===== src/rtl/serial_adder.sv =====
// Bit-serial unsigned adder: operands are captured on start and added
// LSB-first through one full-adder slice and a registered carry. The visible
// sum/carry_out registers update only once the whole word has been processed.
module serial_adder #(
    parameter int WIDTH = 8
) (
    input  logic             clk,
    input  logic             rst,
    input  logic             start,
    input  logic [WIDTH-1:0] a,
    input  logic [WIDTH-1:0] b,
    output logic             busy,
    output logic             done,
    output logic [WIDTH-1:0] sum,
    output logic             carry_out
);

    localparam int CW = (WIDTH > 1) ? $clog2(WIDTH) : 1;

    typedef enum logic [1:0] {
        IDLE  = 2'd0,
        SHIFT = 2'd1,
        DONE  = 2'd2
    } state_t;

    state_t           state;
    state_t           state_next;
    logic [WIDTH-1:0] a_sh;
    logic [WIDTH-1:0] b_sh;
    logic [WIDTH-1:0] res;
    logic [WIDTH-1:0] res_shifted;
    logic             c;
    logic [CW-1:0]    cnt;
    logic             bit_sum;
    logic             bit_carry;
    logic             last_bit;
    logic             accept;

    // Full-adder slice on the current LSBs and the running carry.
    assign bit_sum   = a_sh[0] ^ b_sh[0] ^ c;
    assign bit_carry = (a_sh[0] & b_sh[0]) | (a_sh[0] & c) | (b_sh[0] & c);
    assign last_bit  = (cnt == CW'(WIDTH - 1));

    // A new operation may begin from IDLE or directly from DONE (back-to-back).
    assign accept = start && ((state == IDLE) || (state == DONE));

    // Result register fills from the MSB side; a 1-bit word has nothing to shift.
    generate
        if (WIDTH == 1) begin : g_one
            assign res_shifted = bit_sum;
        end else begin : g_multi
            assign res_shifted = {bit_sum, res[WIDTH-1:1]};
        end
    endgenerate

    // Status outputs are decoded purely from the state register.
    assign busy = (state == SHIFT);
    assign done = (state == DONE);

    // State register.
    always_ff @(posedge clk or posedge rst) begin
        if (rst) begin
            state <= IDLE;
        end else begin
            state <= state_next;
        end
    end

    // Next-state logic.
    always_comb begin
        state_next = state;
        unique case (state)
            IDLE:    if (start) state_next = SHIFT;
            SHIFT:   if (last_bit) state_next = DONE;
            DONE:    state_next = start ? SHIFT : IDLE;
            default: state_next = IDLE;
        endcase
    end

    // Datapath: operand capture, per-bit shifting and final result commit.
    always_ff @(posedge clk or posedge rst) begin
        if (rst) begin
            a_sh      <= '0;
            b_sh      <= '0;
            res       <= '0;
            c         <= 1'b0;
            cnt       <= '0;
            sum       <= '0;
            carry_out <= 1'b0;
        end else if (accept) begin
            a_sh <= a;
            b_sh <= b;
            res  <= '0;
            c    <= 1'b0;
            cnt  <= '0;
        end else if (state == SHIFT) begin
            a_sh <= a_sh >> 1;
            b_sh <= b_sh >> 1;
            c    <= bit_carry;
            res  <= res_shifted;
            cnt  <= cnt + CW'(1);
            if (last_bit) begin
                sum       <= res_shifted;
                carry_out <= bit_carry;
            end
        end
    end

endmodule


===== config.mk =====
export PLATFORM = sky130hd
export DESIGN_NAME = serial_adder
export DESIGN_NICKNAME = d
export VERILOG_FILES = /design/src/rtl/serial_adder.sv
export SDC_FILE = /design/constraint.sdc
export NUM_CORES = 1
export LEC_CHECK = 0
export CORE_ASPECT_RATIO = 1.4
export CORE_MARGIN = 8
export CORE_UTILIZATION = 52
export DETAILED_ROUTE_END_ITERATION = 8
export GPL_TIMING_DRIVEN = 0
export PLACE_DENSITY_LB_ADDON = 0.15
export SLEW_MARGIN = 25
export SYNTH_ARGS = -nofsm -noshare
export SYNTH_HDL_FRONTEND = slang
export SYNTH_SLANG_ARGS = --single-unit

===== constraint.sdc =====
create_clock -name clk -period 1.62 [get_ports clk]
set_input_delay 0.162 -clock clk [delete_from_list [all_inputs] [get_ports clk]]
set_output_delay 0.162 -clock clk [all_outputs]
set_load 0.01 [all_outputs]

==> results of run 1 <==
-- cell families (layout without fill, tap and decap cells) --
group / after synthesis / after routing
flops: 38 / 38
simple gates: 36 / 36
compound gates: 35 / 35
mux: 23 / 23
buf+inv: 14 / 50
fa+ha+maj: 3 / 3
xor+xnor: 1 / 1
-- critical path, cell delays in order (launching register included) --
cell             delay [ps]
dfrtp_1                 370
buf_6                   140
nand2b_4                140
buf_6                   140
clkinv_8                 90
clkdlybuf4s15_2         220
-- per-layer routing --
metal  up-vias  track usage, %  wire length [um]
li1        604               -                 -
met1       662            15.4              1520
met2        28            23.5              1970
met3         8            5.61               181
met4         0            6.24                97
met5         -               0                 0
-- registers in the layout, indices dropped and copies added (netlist names) --
signal     count
a_sh           8
b_sh           8
c              1
carry_out      1
cnt            3
res            7
state          2
sum            8
-- where the power goes --
part | switching (uW) | total, uW | internal [uW]
registers | 305 | 1690 | 1390
logic | 825 | 1840 | 1010
clock network | 318 | 661 | 343
-- repair_timing --
action,CTS,global route
endpoints found under the setup margin,2,1
cloned,0,0
hold buffers,0,0
pin swaps,0,0
resized for setup,5,2
endpoints found under the hold margin,0,0
-- Yosys cell counts (4+ instances only) --
cell type	instances
nand2_1	4
a21oi_1	7
o22ai_1	7
a211oi_1	7
mux2_2	7
a22o_1	9
nor2b_1	9
dfrtp_1	38
o21ai_0	5
mux2i_1	7
nor2_1	8
nor3_1	7
nand2b_1	5
buf_2	6
mux2_4	9
-- cell usage in the layout (no fill, tap or decap) --
master / count
dfrtp_1: 38
clkdlybuf4s50_1: 27
nor2b_1: 9
a22o_1: 9
mux2_4: 9
nor2_1: 8
o22ai_1: 7
nor3_1: 7
mux2_2: 7
mux2i_1: 7
a211oi_1: 7
a21oi_1: 7
clkbuf_8: 6
nand2b_1: 5
o21ai_0: 5
buf_2: 5
nand2_1: 4
clkbuf_1: 3
buf_6: 3
ha_1: 2
nand2b_4: 1
clkinv_8: 1
nor2_2: 1
nand2_8: 1
inv_1: 1
inv_2: 1
xnor2_1: 1
fa_1: 1
clkinv_2: 1
clkdlybuf4s15_2: 1
dlygate4sd2_1: 1
-- area by class of cell --
cell class,instances,share of cell area [%]
timing repair buffer,29,12.9
sequential,38,42.2
tap,40,2.22
buffer,10,2.94
inverter,3,1.05
clock buffer,7,3.83
clock inverter,1,0.222
multi-input combinational,98,34.6
-- worst min-delay path by stage --
stage               endpoint  slack [ps]  cells after the start  startpoint
floorplan            b_sh[7]         300                      1        b[7]
global placement     a_sh[7]         480                      1     a_sh[7]
detailed placement   b_sh[7]         480                      1     b_sh[7]
CTS                   sum[5]         360                      2         rst
global route          sum[5]         410                      2         rst
finish                sum[4]         340                      2         rst
-- stage by stage --
step | worst slack [ps] | hold slack, ps | setup TNS [ps] | total power, uW | util, %
after floorplan | 249 | 302 | 0 | 2950 | -
after global placement | -179 | 483 | -6980 | 3450 | 64.4
after detailed placement | -173 | 481 | -398 | 3560 | 64.4
after CTS | 11.4 | 365 | 0 | 4220 | 67.1
after global routing | 25.9 | 415 | 0 | 4480 | 67.3
final | 75.3 | 335 | 0 | 4190 | 67.3
==> results.yml, run 1 <==
synthesis:
  synth_nets: 172
  ys_warn_count: 0
  synthAdderAreaFrac_pct: 2.48
  seq_area_frac_synth_pct: 52.4
  synth_simple_gate_area_share_pct: 11.4
  synth_top_area_cell: "dfrtp_1"
  synth_top_family_by_area: "multiplexers"
  synth-xor-area-share_pct: 0.482
  async_flop_share_pct: 100
  synth_mux_area_share_pct: 15.6
  syn_avg_cell_area_um2: 12.1
  syn_inst: 150
  synth_area_um2: 1820
  synth_cell_types: 26
  synth_top_area_share_pct: 52.4
  synth_compound_area_share_pct: 13.0
  synth_area_leaders: "dfrtp_1, mux2_4, a22o_1, mux2_2, mux2i_1"
  synth_seq_cells: 38
  ys.flop_type: "dfrtp_1"
  synth_edf_count: 0
place:
  port_buffers: 29
  place_area_um2: 2160
  dp_cells: 219
  place_congestion: 0.731
  hpwl_um: 2720
die:
  coreArea_um2: 3350
  die_area_um2: 5670
  chipWidth_um: 65.9
  start_util_pct: 54.2
  die_h_um: 85.9
  num_io_pins: 30
  core.rowCount: 25
pwr:
  peakVddDrop_uv: 1220
  leakage_uw: 0.000986
  power.density_nw_per_um2: 1860
setup_path:
  rr_worst_depth: 4
  r2r-end: "sum[0]"
  crit_required_ps: 1460
  end_kind: "output pin"
  r2r_slack_ps: 170
  crit_path_end: "busy"
  critPathArrivalTime_ps: 1380
  crit_path_max_fanout: 13
  start_kind: "flip-flop"
  timing.rr.start: "cnt[0]"
  crit_type: "reg2out"
  cp-startpoint: "state[1]"
sta:
  rsz0062_at_grt: "no"
  period_needed_ps: 1540
  fin_crit_sh_pct: 95.3
  finalSetupViolations: 0
  max_slew_margin_pct: 47.7
  finalHoldViolCount: 0
  worst_pin_slew_ps: 784
  max_freq_mhz: 647
  final.setup_skew_ps: 6.89
  finalMaxSlewViolations: 0
routing:
  wl_um: 3760
  firstDrtPassIters: 4
  viasPerCell: 5.76
  wire_per_inst_um: 16.7
  drtIter0Drc: 57
  drt_drc_violations_left: 0
  ant_nets: 0
  route.vias.total: 1302
clocking:
  worstSkewPairLatency_ps: 290
  cts-buffers-inserted: 5
  path_clk_slew_ps: 70
  post_cts.repair.setup_buffers: 0
  cts_tree: "yes"
  clockBufferDepth: 2
  cts.sinks: 38
  clockRootBuffer: "clkbuf_8"
  h-tree-depth: 2
cells_and_area:
  drive_gt1_share_pct: 19.9
  seq_area_um2: 951
  layout.cells.non_filler: 226
  multi_input_area_um2: 781
  antenna-diode-count: 0
  post-route-cell-area_um2: 2250
  n_fill_cell: 260
  area_growth_pct: 24.1
  layout.nets: 207
global_route:
  grtUsageTotal_pct: 14.2
  grt_pass1_vias: 1404
  grt_pass1_wl_um: 6330
  grt_max_degree: 39
  antenna_found_initial: 0
  globalRouteOverflowTotal: 0
flow_run:
  drv_cap: 0
worst_hold_path:
  hold_class: "in2async"
status:
  status: "complete, no violations"
(Power assumes the default switching activity.)
==> run 2: changes to the inputs <==
--- a/config.mk
+++ b/config.mk
@@ -5,12 +5,14 @@
 export SDC_FILE = /design/constraint.sdc
 export NUM_CORES = 1
 export LEC_CHECK = 0
+export CAP_MARGIN = 20
 export CORE_ASPECT_RATIO = 1.4
 export CORE_MARGIN = 8
 export CORE_UTILIZATION = 52
 export DETAILED_ROUTE_END_ITERATION = 8
 export GPL_TIMING_DRIVEN = 0
 export PLACE_DENSITY_LB_ADDON = 0.15
+export SETUP_SLACK_MARGIN = 0.15
 export SLEW_MARGIN = 25
 export SYNTH_ARGS = -nofsm -noshare
 export SYNTH_HDL_FRONTEND = slang
==> run 2 against run 1 <==
Compared with the run above:
- total power up 4.9%
- register-to-register slack improved by 20 ps
- first-iteration DRC count increased by 23%
- via count is 1.7% higher
- maximum frequency increased by 7.9%
- count of clock-buffer cells in the layout stayed put
- global-route usage increased by 0.45 points
- clock skew rose by 0.79 ps
- critical path type is now reg2reg
- largest cell class unchanged
==> results.yml, run 2 (same netlist as run 1, synthesis figures left out) <==
pwr:
  peakVddDrop_uv: 1260
  leakage_uw: 0.00103
  power.density_nw_per_um2: 1890
global_route:
  grtUsageTotal_pct: 14.6
  grt_pass1_vias: 1412
  grt_max_degree: 39
  grt_pass1_wl_um: 6530
  antenna_found_initial: 0
  globalRouteOverflowTotal: 0
routing:
  ant_nets: 0
  route.vias.total: 1324
  routed.top_layer: "met4"
  met2_wirelength_um: 2060
  viasPerCell: 5.66
  met1_length_um: 1660
  drtIter0Drc: 70
  wl_met3_um: 184
  drt_drc_violations_left: 0
  wl_um: 4010
  firstDrtPassIters: 4
  wire_per_inst_um: 17.1
place:
  hpwl_um: 2720
  port_buffers: 29
  place_congestion: 0.731
  dp_cells: 219
cells_and_area:
  layout.cells.non_filler: 234
  area_growth_pct: 28.1
  final_common_cell: "dfrtp_1"
  final_cell_mix: "dfrtp_1, clkdlybuf4s50_1, nor2b_1, a22o_1, mux2_4"
  layout.nets: 215
  drive_gt1_share_pct: 25.3
  antenna-diode-count: 0
  n_fill_cell: 245
  largest_registers: "a_sh (8), b_sh (8), sum (8)"
clocking:
  h-tree-depth: 2
  cts-hold-fix-buffers: 0
  path_clk_slew_ps: 70
  clockBufferDepth: 2
  clockRootBuffer: "clkbuf_8"
  cts_tree: "yes"
  cts.sinks: 38
  worstSkewPairLatency_ps: 290
  cts-buffers-inserted: 5
sta:
  worst_pin_slew_ps: 797
  fin_crit_sh_pct: 88.4
  finalMaxSlewViolations: 0
  period_needed_ps: 1430
  finalHoldViolCount: 0
  max_slew_margin_pct: 46.8
  final.setup_skew_ps: 7.68
  rsz0062_at_grt: "no"
  max_freq_mhz: 699
  worst_hold_slack_ps: 339
  finalSetupViolations: 0
die:
  die_area_um2: 5670
  coreArea_um2: 3350
  num_io_pins: 30
  core.rowCount: 25
  start_util_pct: 54.2
  chipWidth_um: 65.9
  die_h_um: 85.9
setup_path:
  start_kind: "flip-flop"
  crit_required_ps: 1800
  crit_path_max_fanout: 5
  crit_type: "reg2reg"
  critPathArrivalTime_ps: 1610
  end_kind: "flip-flop"
flow_run:
  drv_cap: 0
status:
  status: "complete, no violations"
worst_hold_path:
  hold_class: "in2async"
==> run 2: layer usage <==
metal  GRT usage [%]  vias up
met3            5.61        8
met1            16.6      669
met2            23.7       28
met5               0        -
li1                -      619
met4            6.24        0
==> run 2: layout make-up <==
type | count | area, um^2 | share of cell area [%]
multi-input combinational | 99 | 795 | 34.2
clock buffer | 7 | 86.3 | 3.71
tap | 40 | 50.0 | 2.15
inverter | 3 | 23.8 | 1.02
sequential | 38 | 952 | 40.9
timing repair buffer | 35 | 332 | 14.3
buffer | 11 | 82.6 | 3.55
clock inverter | 1 | 5.00 | 0.215
==> run 2: final timing paths <==
kind                             start       end  slack, ps  cells after the start
worst min register to register  sum[2]    sum[2]        510                      1
worst max-delay path            cnt[0]    sum[7]        190                      4
worst min-delay path               rst    sum[4]        340                      2
max in group asynchronous          rst  state[0]        720                      2
min in group clk                  a[7]   a_sh[7]        490                      2
worst max register to register  cnt[0]    sum[7]        190                      4
==> run 2: where the power goes <==
| group | total, uW | leakage (uW) | internal (uW) | switching (uW) |
|---|---|---|---|---|
| Combinational | 2030 | 0.000508 | 1150 | 881 |
| Sequential | 1700 | 0.000469 | 1390 | 307 |
| Clock | 668 | 0.0000482 | 343 | 324 |
| Total | 4400 | 0.00103 | 2880 | 1510 |
==> run 2: critical path: stages, from the launching register on <==
cell and delay, ps:
dfrtp_1 410, ha_1 210, ha_2 230, nand2_4 150, mux2_4 310
==> run 2: per-stage QoR <==
stage / area, um^2 / utilization, % / setup TNS, ps / setup WS [ps] / power, uW
2_1_floorplan: 1820 / - / 0 / 249 / 2950
3_3_place_gp: 2160 / 64.4 / -6980 / -179 / 3450
3_5_place_dp: 2160 / 64.4 / -398 / -173 / 3560
4_1_cts: 2290 / 68.6 / 0 / 159 / 4350
5_1_grt: 2330 / 69.5 / 0 / 164 / 4680
6_report: 2330 / 69.5 / 0 / 189 / 4400
==> run 2: repair_timing <==
item,4_1_cts,5_1_grt
setup buffers,4,2
pin swaps,0,1
gates resized for setup,12,6
gates cloned,0,1
setup endpoints to repair,2,16
